File: config.mk
export PLATFORM = sky130hd
export DESIGN_NAME = nbit_logic_arbiter
export DESIGN_NICKNAME = d
export VERILOG_FILES = /design/src/rtl/nbit_arb_pkg.sv /design/src/rtl/nbit_logic_unit.sv /design/src/rtl/nbit_logic_arbiter.sv
export SDC_FILE = /design/constraint.sdc
export NUM_CORES = 1
export LEC_CHECK = 0
export ABC_AREA = 1
export CELL_PAD_IN_SITES_DETAIL_PLACEMENT = 0
export CELL_PAD_IN_SITES_GLOBAL_PLACEMENT = 2
export CORE_UTILIZATION = 23
export DETAILED_ROUTE_END_ITERATION = 6
export GPL_ROUTABILITY_DRIVEN = 0
export PLACE_DENSITY_LB_ADDON = 0.15
export SYNTH_ARGS = -nofsm -noshare
export SYNTH_HDL_FRONTEND = slang
export SYNTH_SLANG_ARGS = --single-unit
File: constraint.sdc
create_clock -name clk -period 1 [get_ports clk]
set_input_delay 0.2 -clock clk [delete_from_list [all_inputs] [get_ports clk]]
set_output_delay 0.2 -clock clk [all_outputs]
set_load 0.005 [all_outputs]
File: src/rtl/nbit_arb_pkg.sv
//==============================================================================
// nbit_arb_pkg : shared encodings for the two-requester logic-unit arbiter.
// Revision     : 1.0
//==============================================================================
`default_nettype none

package nbit_arb_pkg;

  localparam logic [1:0] OP_AND = 2'b00;
  localparam logic [1:0] OP_OR  = 2'b01;
  localparam logic [1:0] OP_XOR = 2'b10;
  localparam logic [1:0] OP_NOR = 2'b11;

  typedef enum logic [1:0] {
    IDLE = 2'b00,
    EXEC = 2'b01,
    RESP = 2'b10
  } state_e;

endpackage

`default_nettype wire

File: src/rtl/nbit_logic_unit.sv
//==============================================================================
// nbit_logic_unit : combinational N-bit AND/OR/XOR/NOR from per-bit gates.
// Revision        : 1.0
//==============================================================================
`default_nettype none

module nbit_logic_unit
  import nbit_arb_pkg::*;
#(
  parameter int N = 8
) (
  input  logic [1:0]   op_i,
  input  logic [N-1:0] a_i,
  input  logic [N-1:0] b_i,
  output logic [N-1:0] y_o
);

  logic [N-1:0] w_and;
  logic [N-1:0] w_or;
  logic [N-1:0] w_xor;
  logic [N-1:0] w_nor;

  for (genvar i = 0; i < N; i++) begin : g_bit
    and u_and (w_and[i], a_i[i], b_i[i]);
    or  u_or  (w_or[i],  a_i[i], b_i[i]);
    xor u_xor (w_xor[i], a_i[i], b_i[i]);
    nor u_nor (w_nor[i], a_i[i], b_i[i]);
  end

  always_comb begin
    y_o = w_and;
    case (op_i)
      OP_AND:  y_o = w_and;
      OP_OR:   y_o = w_or;
      OP_XOR:  y_o = w_xor;
      OP_NOR:  y_o = w_nor;
      default: y_o = w_and;
    endcase
  end

endmodule

`default_nettype wire

File: src/rtl/nbit_logic_arbiter.sv
//==============================================================================
// nbit_logic_arbiter : round-robin share of one logic unit by two requesters.
// Optional resp_zero output enabled by NBIT_ARB_ZERO_FLAG_EN.   Revision 1.0
//==============================================================================
`default_nettype none

module nbit_logic_arbiter
  import nbit_arb_pkg::*;
#(
  parameter int N = 8
) (
  input  logic         clk,
  input  logic         rst_n,
  input  logic         req0_valid,
  output logic         req0_ready,
  input  logic [1:0]   req0_op,
  input  logic [N-1:0] req0_a,
  input  logic [N-1:0] req0_b,
  input  logic         req1_valid,
  output logic         req1_ready,
  input  logic [1:0]   req1_op,
  input  logic [N-1:0] req1_a,
  input  logic [N-1:0] req1_b,
  output logic         resp_valid,
  input  logic         resp_ready,
  output logic [N-1:0] resp_data,
  output logic         resp_id,
`ifdef NBIT_ARB_ZERO_FLAG_EN
  output logic         resp_zero,
`endif
  output logic         busy
);

  state_e       state_q, state_d;
  logic         prio_q;
  logic [1:0]   op_q;
  logic [N-1:0] a_q;
  logic [N-1:0] b_q;
  logic         id_q;
  logic         resp_valid_q;
  logic [N-1:0] resp_data_q;
  logic         resp_id_q;
  logic [N-1:0] w_result;

  // prio_q only matters when both requesters are valid at once
  logic w_grant0;
  logic w_grant1;
  assign w_grant0 = req0_valid & (~req1_valid | ~prio_q);
  assign w_grant1 = req1_valid & (~req0_valid |  prio_q);

  nbit_logic_unit #(.N(N)) u_lu (
    .op_i (op_q),
    .a_i  (a_q),
    .b_i  (b_q),
    .y_o  (w_result)
  );

  always_comb begin
    state_d    = state_q;
    req0_ready = 1'b0;
    req1_ready = 1'b0;
    case (state_q)
      IDLE: begin
        req0_ready = w_grant0;
        req1_ready = w_grant1;
        if (w_grant0 | w_grant1) state_d = EXEC;
      end
      EXEC:    state_d = RESP;
      RESP:    if (resp_ready) state_d = IDLE;
      default: state_d = IDLE;
    endcase
  end

  always_ff @(posedge clk) begin
    if (!rst_n) begin
      state_q      <= IDLE;
      prio_q       <= 1'b0;
      op_q         <= 2'b00;
      a_q          <= '0;
      b_q          <= '0;
      id_q         <= 1'b0;
      resp_valid_q <= 1'b0;
      resp_data_q  <= '0;
      resp_id_q    <= 1'b0;
    end else begin
      state_q <= state_d;
      case (state_q)
        IDLE: begin
          if (w_grant0 | w_grant1) begin
            op_q <= w_grant1 ? req1_op : req0_op;
            a_q  <= w_grant1 ? req1_a  : req0_a;
            b_q  <= w_grant1 ? req1_b  : req0_b;
            id_q <= w_grant1;
          end
        end
        EXEC: begin
          resp_data_q  <= w_result;
          resp_id_q    <= id_q;
          resp_valid_q <= 1'b1;
        end
        RESP: begin
          if (resp_ready) begin
            resp_valid_q <= 1'b0;
            prio_q       <= ~resp_id_q;
          end
        end
        default: ;
      endcase
    end
  end

`ifdef NBIT_ARB_ZERO_FLAG_EN
  logic zero_q;
  always_ff @(posedge clk) begin
    if (!rst_n) begin
      zero_q <= 1'b0;
    end else if (state_q == EXEC) begin
      zero_q <= (w_result == '0);
    end
  end
  assign resp_zero = zero_q;
`endif

  assign resp_valid = resp_valid_q;
  assign resp_data  = resp_data_q;
  assign resp_id    = resp_id_q;
  assign busy       = (state_q != IDLE);

endmodule

`default_nettype wire

==> reports/metrics.cfg, run 1 <==
[final_layout]
layout_cells_sized_above_1_pct = 41.51
antenna-diode-count = 0
area_growth_pct = 74.46
final_net_count = 481

[sta]
timing.final.setup_violations = 33
fmax_mhz = 760.7
tightest_slew_ns = 0.3170
final_hold_viol_count = 0
worst_slew_margin_relative_to_its_limit_pct = 78.79
setup_total_negative_slack_ns = -6.448
final-max-slew-violation-count = 0
final_min_period_over_clock_period_pct = 131.5
grt_setup_unrepaired = yes
setup_slack_ns = -0.3145
finalCriticalPeriod_ns = 1.315
fin_worst_skew_ns = 0.002193

[setup_path]
cpLargestDelayFamily = flip-flops
slowest_cp_cell = dfxtp_2
worstSetupStartpointType = flop
worst_ep_arrival_time_ns = 1.11
cp.required_ns = 0.80
critPathCaptureType = output port
path_cells = nor2_4 -> buf_4 -> buf_6 -> inv_2 -> buf_2
critPathKind = flop to output port
cp.buffers_inverters = 4
timing.critical_path.slowest_cell_delay_ns = 0.34
crit_fanout = 3

[synth]
synth_ff_type = dfxtp_1
seq_area_frac_synth_pct = 30.55
syn_inst = 322
post_synth_instance_area_mm2 = 0.002097
edff_count_synth = 0
synth_area_per_cell_um2 = 6.512
ys_seq_elements = 32
yosysUniqueCellTypes = 22
synthesis.yosys.warnings = 0
synthArstFlopShare_pct = 0
postSynthNetCount = 379

[placed_design]
detailed_placement_hpwl_um = 4229
portBuffers = 53

[die]
rows = 34
die_h_um = 97.49
die_area_mm2 = 0.009503
die_width_um = 97.49
start_util_pct = 23.93
area_of_the_core_region_mm2 = 0.008763
io_pins = 54

[power]
power.density_cell_area_mw_per_mm2 = 1289
totalPowerFinal_mw = 4.715
leakage_nw = 1.737
ir_drop_mv = 0.4829

[drt]
remaining_drc_errors = 0
drt-initial-drc-count = 78
dr_total_vias = 2210
detailedRoute.firstPassIterationCount = 5
drt.antenna.violating_nets = 0
routed_wl_um = 6098
detail_route.wl_per_cell_um = 11.46
post_drt_via_cell_ratio = 4.154

[outcome]
outcome = complete, but fails checks
violations = setup timing

[run]
maxcap_viol_count = 0

[global_route]
grt_overflow = 0
grt_pass1_wl_um = 9867
pin_count_of_the_biggest_net_entering_global_routing = 30
track_usage_pct = 12.64
grt_antenna_before_repair = 0
number_of_global_route_vias_before_repair = 2050

[cts]
tritoncts_num_sinks = 32
cts_buffers = 5
htreeDepth = 2
ctsRootBufferMaster = clkbuf_8
clk_pin_slew_ns = 0.07
tritoncts = done
clk_latency_ns = 0.28
postCtsHoldBufs = 0
max_buffers_root_to_sink = 2

[hold_path]
hp-class = flop to flop

==> registers in the layout, summed over array words and instances, names as in the netlist <==
register / flops
id_q: 1
prio_q: 1
op_q: 2
b_q: 8
resp_data: 8
a_q: 8
resp_valid: 1
resp_id: 1
state_q: 2
==> through the flow <==
stage / instances / instance area [um2] / hold slack (ns) / setup slack [ns] / util (%)
floorplan: 322 / 2101 / 0.3747 / 0.0009195 / -
global placement: 515 / 3055 / 0.4533 / -0.7058 / 34.87
detailed placement: 515 / 3055 / 0.4553 / -0.7070 / 34.87
CTS: 530 / 3329 / 0.4724 / -0.3264 / 37.99
global route: 532 / 3659 / 0.5048 / -0.3597 / 41.75
finish: 532 / 3659 / 0.4801 / -0.3145 / 41.75
==> cells in the final DEF, fill, tap and decap left out, types with 4 or more instances in the layout <==
cell             synthesis  routed
clkdlybuf4s50_1          0      38
nand2_1                 75      49
nand2_4                  2      11
o21ai_1                  1       6
clkbuf_8                 0       7
buf_6                    5      14
ha_1                    16      16
inv_1                   33      27
nor2_1                  53      28
dfxtp_1                 32      14
nand2_2                  1      17
dfxtp_2                  0      17
o21ai_2                  0       4
buf_4                    6      38
nor2_4                   3      20
buf_2                    4      11
buf_12                   0       4
nand3_1                 70      65
nor2_2                   0       8
inv_2                    1       5
==> power breakdown <==
part           total [mW]  switching (mW)  internal, mW
clock                1.10           0.490         0.613
combinational        2.08            1.00          1.08
sequential           1.53          0.0886          1.44
==> cell families (layout without fill, tap and decap cells) <==
family / Yosys count / count (layout) / share of synthesized area, %
AOI/OAI and AO/OA: 15 / 15 / 3.759
adders and majority gates: 16 / 16 / 9.546
and+or+nand+nor: 206 / 206 / 43.44
buffers and inverters: 53 / 155 / 12.71
DFF: 32 / 32 / 30.55
==> area by class of cell <==
cell class	instances	area (um2)
inverters	36	146.4
well taps	108	135.1
flip-flops and latches	32	665.6
multi-input cells	237	1531
fillers	925	5105
repair buffers	112	1084
clock buffers	7	96.34
==> worst min-delay path, stage by stage, from the launching register on <==
cell and delay (ns):
dfxtp_2 0.33, o21ai_2 0.05, nor2_1 0.06
==> timing repair <==
action	CTS	global route
cloned	1	3
endpoints found under the setup margin	44	35
endpoints found under the hold margin	0	0
pin swaps	21	42
gates resized for setup	115	86
setup buffers	7	2
==> routing by layer <==
metal  share of wire (%)  track usage (%)
met5                   0                0
met4                 1.0            4.072
met3                 4.4            2.230
met2                  43            18.02
met1                  52            18.93
==> cells in the mapped netlist (2+ instances only) <==
cell	number	area, um2
nand2_1	75	281.5
nand2_4	2	22.52
nand3_1	70	350.3
nor2_1	53	198.9
buf_6	5	56.30
dfxtp_1	32	640.6
buf_2	4	20.02
buf_4	6	45.04
ha_1	16	200.2
inv_1	33	123.9
o21ai_0	9	45.04
nor2_4	3	33.78
clkbuf_1	2	7.510
a21oi_1	4	20.02
==> worst paths after layout <==
path                              startpoint      endpoint  slack [ns]  cells past startpoint
worst max register to register    state_q[1]        b_q[5]       -0.26                      7
worst min-delay path            resp_data[4]  resp_data[4]        0.48                      2
worst min register to register  resp_data[4]  resp_data[4]        0.48                      2
worst max-delay path              state_q[1]          busy       -0.31                      5
Power figures use the tool's default switching activity.
==> inputs of run 2 (changes only) <==
--- a/config.mk
+++ b/config.mk
@@ -12,6 +12,7 @@
 export DETAILED_ROUTE_END_ITERATION = 6
 export GPL_ROUTABILITY_DRIVEN = 0
 export PLACE_DENSITY_LB_ADDON = 0.15
+export SKIP_LAST_GASP = 1
 export SYNTH_ARGS = -nofsm -noshare
 export SYNTH_HDL_FRONTEND = slang
 export SYNTH_SLANG_ARGS = --single-unit
==> run 2 against run 1 <==
  * The run still ends with setup timing left
  * First-iteration DRC count is 3.8% lower
  * Die area stayed put
  * Final cell count stayed put
  * Highest routed layer unchanged
==> reports/metrics.cfg, run 2 (synthesis gave the netlist of run 1 again) <==
[outcome]
outcome = complete, but fails checks
violations = setup timing

[drt]
dr_total_vias = 2190  ; -0.90%
drt-initial-drc-count = 75  ; -3.8%
remaining_drc_errors = 0  ; unchanged
detailedRoute.firstPassIterationCount = 5  ; unchanged
post_drt_via_cell_ratio = 4.117  ; -0.90%
detail_route.wl_per_cell_um = 11.51  ; +0.44%
routed_wl_um = 6125  ; +0.44%
drt.antenna.violating_nets = 0  ; unchanged

[die]
die_width_um = 97.49  ; unchanged
die_h_um = 97.49  ; unchanged
rows = 34  ; unchanged
start_util_pct = 23.93  ; unchanged
io_pins = 54  ; unchanged
die_area_mm2 = 0.009503  ; unchanged
area_of_the_core_region_mm2 = 0.008763  ; unchanged

[setup_path]
critPathCaptureType = output port
crit-reg2reg-launch = state_q[1]
critPathKind = flop to output port
cp.required_ns = 0.80  ; about the same
worst_ep_arrival_time_ns = 1.11  ; about the same
rrSetupSlack_ns = -0.26  ; about the same
rr_worst_depth = 8  ; +1
reg2reg_to = b_q[5]
worstSetupStartpointType = flop
crit_fanout = 3  ; unchanged

[cts]
tritoncts_num_sinks = 32  ; unchanged
clk_pin_slew_ns = 0.07  ; about the same
postCtsHoldBufs = 0  ; unchanged
max_buffers_root_to_sink = 2  ; unchanged
tritoncts = done
ctsRootBufferMaster = clkbuf_8
cts_buffers = 5  ; unchanged
clk_latency_ns = 0.28  ; about the same
htreeDepth = 2  ; unchanged

[power]
ir_drop_mv = 0.4730  ; -2.1%
power.density_cell_area_mw_per_mm2 = 1293  ; +0.35%
leakage_nw = 1.730  ; -0.41%

[final_layout]
most-common-layout-cells = 65 x nand3_1, 55 x nand2_1, 38 x clkdlybuf4s50_1, 38 x buf_4, 29 x nor2_1
nFillCells = 931  ; +0.65%
area_growth_pct = 72.32
layout_commonest_cell = nand3_1
finalNonFillerCells = 532  ; unchanged
layout.cell_area.non_filler_mm2 = 0.003613  ; -1.2%
antenna-diode-count = 0  ; unchanged
final_net_count = 481  ; unchanged
layout_cells_sized_above_1_pct = 39.39  ; -2.1 points

[global_route]
number_of_global_route_vias_before_repair = 2035  ; -0.73%
met1_usage_pct = 18.93  ; unchanged
track_usage_pct = 12.61  ; -0.030 points
grt_pass1_wl_um = 9853  ; -0.14%
global_route.peak_usage_layer = met1
pin_count_of_the_biggest_net_entering_global_routing = 30  ; unchanged
grt_overflow = 0  ; unchanged
grt_antenna_before_repair = 0  ; unchanged
globalRouteMet3Util_pct = 2.230  ; unchanged
use_met2_pct = 17.91  ; -0.11 points

[placed_design]
placed_area_mm2 = 0.003055  ; unchanged
detailed_placement_hpwl_um = 4229  ; unchanged
placed_cells = 515  ; unchanged
portBuffers = 53  ; unchanged

[sta]
fin_worst_skew_ns = 0.001687  ; -0.0005063 ns
final_min_period_over_clock_period_pct = 131.5  ; about the same
final_hold_viol_count = 0  ; unchanged
setup_slack_ns = -0.3145  ; +0.00002200 ns
tightest_slew_ns = 0.3159  ; -0.001154 ns
final-max-slew-violation-count = 0  ; unchanged
timing.final.setup_violations = 33  ; unchanged
fmax_mhz = 760.7  ; about the same
worst_slew_margin_relative_to_its_limit_pct = 78.87  ; about the same
finalCriticalPeriod_ns = 1.315  ; -0.00002200 ns
grt_setup_unrepaired = yes
setup_total_negative_slack_ns = -6.565  ; -0.1167 ns

[run]
maxcap_viol_count = 0  ; unchanged

[hold_path]
hp-class = flop to flop
min-delay-start = resp_data[4]
worstHoldEndpoint = resp_data[4]
hold_depth = 2  ; unchanged

[run 2: how the worst max path moves through the flow]
stage	slack, ns	from	cells after the start	endpoint
after global routing	-0.36	state_q[1]	8	b_q[5]
after detailed placement	-0.71	req1_valid	7	req1_ready
after global placement	-0.71	req1_valid	7	req1_ready
after floorplan	0.0009	a_q[0]	6	resp_data[0]
after CTS	-0.33	state_q[0]	5	req0_ready
final	-0.31	state_q[1]	5	busy
[run 2: layout make-up]
class | count | area [um2] | area share [%]
Multi-Input combinational cell | 237 | 1501 | 41.55
Timing Repair Buffer | 112 | 1074 | 29.71
Sequential cell | 32 | 660.6 | 18.28
Inverter | 36 | 146.4 | 4.051
Tap cell | 108 | 135.1 | 3.740
Clock buffer | 7 | 96.34 | 2.666
[run 2: power breakdown]
| group | internal (mW) | switching, mW |
|---|---|---|
| Combinational | 1.06 | 0.986 |
| Sequential | 1.44 | 0.0872 |
| Clock | 0.613 | 0.489 |
[run 2: per-layer routing]
layer | up-vias | wire length (um) | share of wire [%]
met5 | - | 0 | 0
met4 | 0 | 65 | 1.1
met3 | 4 | 212 | 3.5
met2 | 51 | 2600 | 42
met1 | 917 | 3246 | 53
li1 | 1218 | - | -
[run 2: repair_timing]
action	CTS	global route
setup endpoints to repair	44	35
buffers inserted	7	2
pin swaps	20	44
gates resized for setup	105	76
gates cloned	1	3
[run 2: metrics by stage]
stage / hold slack [ns] / power, mW / worst slack (ns) / utilization, %
after floorplan: 0.3747 / 2.357 / 0.0009195 / -
after global placement: 0.4533 / 3.113 / -0.7058 / 34.87
after detailed placement: 0.4553 / 3.120 / -0.7070 / 34.87
after CTS: 0.4735 / 4.407 / -0.3273 / 37.74
after global routing: 0.5048 / 5.005 / -0.3601 / 41.23
final: 0.4803 / 4.673 / -0.3145 / 41.23
[run 2: critical path: stages, from the launching register on]
cell and delay (ns):
dfxtp_2 0.34, nor2_4 0.16, buf_4 0.13, buf_6 0.08, inv_2 0.02, buf_2 0.11
==> inputs of run 3 (changes only) <==
--- a/config.mk
+++ b/config.mk
@@ -8,7 +8,9 @@
 export ABC_AREA = 1
 export CELL_PAD_IN_SITES_DETAIL_PLACEMENT = 0
 export CELL_PAD_IN_SITES_GLOBAL_PLACEMENT = 2
+export CORE_MARGIN = 4
 export CORE_UTILIZATION = 23
+export CTS_CLUSTER_SIZE = 30
 export DETAILED_ROUTE_END_ITERATION = 6
 export GPL_ROUTABILITY_DRIVEN = 0
 export PLACE_DENSITY_LB_ADDON = 0.15
==> run 3 against run 2 <==
  * The flow still finishes with violations (setup timing)
  * Hold slack worse by 0.016 ns
  * Flip-flop and latch count unchanged
  * Clock-buffer cell count unchanged
  * Critical path type unchanged
  * Highest routed layer unchanged
==> reports/metrics.cfg, run 3 (synthesis gave the netlist of run 1 again) <==
[outcome]
outcome = complete, but fails checks
violations = setup timing

[cts]
clk_pin_slew_ns = 0.07  ; about the same
max_buffers_root_to_sink = 2  ; unchanged
tritoncts_num_sinks = 32  ; unchanged
tritoncts = done
htreeDepth = 2  ; unchanged
postCtsHoldBufs = 0  ; unchanged
ctsRootBufferMaster = clkbuf_8
cts_buffers = 5  ; unchanged
clk_latency_ns = 0.28  ; about the same

[final_layout]
final_net_count = 492  ; +2.3%
most-common-layout-cells = 63 x nand3_1, 62 x nand2_1, 48 x buf_4
area_growth_pct = 74.10
layout_commonest_cell = nand3_1
finalNonFillerCells = 543  ; +2.1%
layout_cells_sized_above_1_pct = 42.53  ; +3.1 points
antenna-diode-count = 0  ; unchanged
share_of_the_core_filled_with_cells_pct = 41.46  ; +0.23 points
layout.cell_area.non_filler_mm2 = 0.003651  ; +1.0%

[drt]
routed_wl_um = 6429  ; +5.0%
detailedRoute.firstPassIterationCount = 4  ; -1
post_drt_via_cell_ratio = 4.184  ; +1.6%
drt-initial-drc-count = 64  ; -15%
dr_total_vias = 2272  ; +3.7%
drt.antenna.violating_nets = 0  ; unchanged
remaining_drc_errors = 0  ; unchanged
detail_route.wl_per_cell_um = 11.84  ; +2.8%

[sta]
setup_slack_ns = -0.3404  ; -0.02590 ns
finalCriticalPeriod_ns = 1.340  ; +0.02590 ns
final_hold_viol_count = 0  ; unchanged
worst_slew_margin_relative_to_its_limit_pct = 76.77  ; -2.1 points
timing.final.setup_violations = 34  ; +3.0%
tightest_slew_ns = 0.3472  ; +0.03135 ns
final-max-slew-violation-count = 0  ; unchanged
grt_setup_unrepaired = yes
fin_worst_skew_ns = 0.005305  ; +0.003618 ns
fmax_mhz = 746.0  ; -1.9%
final_min_period_over_clock_period_pct = 134.0  ; +2.6 points

[setup_path]
crit_fanout = 4  ; +1
path_common_cell = buf_6
path_cells = nor2_4 -> buf_6 -> nand3_4 -> inv_2 -> buf_6
critPathCaptureType = output port
critPathKind = flop to output port
cpLargestDelayFamily = flip-flops
cp.buffers_inverters = 3  ; -1
timing.critical_path.slowest_cell_delay_ns = 0.34  ; about the same
worst_ep_arrival_time_ns = 1.14  ; +0.03 ns
slowest_cp_cell = dfxtp_2
cp.required_ns = 0.80  ; about the same
worstSetupStartpointType = flop

[hold_path]
hp-class = flop to flop

[die]
die_width_um = 103.5  ; +6.2%
start_util_pct = 23.81  ; -0.12 points
die_h_um = 103.5  ; +6.2%
io_pins = 54  ; unchanged
die_area_mm2 = 0.01071  ; +13%
area_of_the_core_region_mm2 = 0.008806  ; +0.49%
rows = 34  ; unchanged

[placed_design]
portBuffers = 53  ; unchanged
placed_cells = 515  ; unchanged
detailed_placement_hpwl_um = 4263  ; +0.81%
placed_area_mm2 = 0.003043  ; -0.41%
post-place-ws_ns = -0.7161  ; -0.009057 ns

[power]
leakage_nw = 1.763  ; +1.9%
power.density_cell_area_mw_per_mm2 = 1273  ; -1.5%
totalPowerFinal_mw = 4.649  ; -0.52%
ir_drop_mv = 0.4573  ; -3.3%

[global_route]
grt_overflow = 0  ; unchanged
number_of_global_route_vias_before_repair = 2120  ; +4.2%
grt_antenna_before_repair = 0  ; unchanged
grt_pass1_wl_um = 10930  ; +11%
pin_count_of_the_biggest_net_entering_global_routing = 30  ; unchanged
track_usage_pct = 13.09  ; +0.48 points

[run]
maxcap_viol_count = 0  ; unchanged

[run 3: cell types whose count changed in the layout (fill, tap and decap cells not counted), moves of 7 or more]
cell | previous run | this run
dfxtp_2 | 16 | 25
nor2_4 | 19 | 7
dfxtp_1 | 16 | 5
buf_4 | 38 | 48
nand2_1 | 55 | 62
nor2_1 | 29 | 41
[run 3: metal layers]
| metal | share of wire [%] | global-route usage [%] | vias up |
|---|---|---|---|
| met3 | 5.1 | 2.616 | 5 |
| met1 | 50 | 18.92 | 955 |
| met4 | 1.2 | 3.884 | 0 |
| li1 | - | - | 1255 |
| met5 | 0 | 0 | - |
| met2 | 43 | 19.56 | 57 |
[run 3: final timing paths]
kind,from,to,slack (ns),cells past startpoint
min reg2reg,resp_valid,resp_valid,0.46,2
max,state_q[1],req0_ready,-0.34,5
max reg2reg,state_q[1],b_q[1],-0.27,5
min,resp_valid,resp_valid,0.46,2
[run 3: layout make-up]
class                      count  area [um2]
clock buffer                   7       96.34
inverter                      36       147.6
sequential                    32       679.4
multi-input combinational    243        1541
tap                          108       135.1
timing repair buffer         117        1051
fill                         899        5155
[run 3: metrics by stage]
step                setup TNS, ns  hold WS [ns]
floorplan                       0        0.3747
global placement           -14.93        0.4518
detailed placement         -15.29        0.4603
CTS                        -7.391        0.4659
global route               -9.660        0.4929
finish                     -6.859        0.4644
[run 3: repair_timing]
action,in CTS,in global routing
setup buffers,14,12
gates resized for setup,104,81
cloned,7,0
pin swaps,24,43
setup endpoints to repair,41,35
[run 3: report_power, final]
part | internal (mW) | switching, mW | total [mW]
clock | 0.614 | 0.498 | 1.11
combinational | 1.01 | 0.972 | 1.99
sequential | 1.45 | 0.0982 | 1.55
[run 3: tightest hold or removal path: cells and delay by family (launching register included)]
family / cells / cell delay, ns
flip-flops: 1 / 0.32
AND/OR/NAND/NOR: 1 / 0.06
AO/OA/AOI/OAI: 1 / 0.04
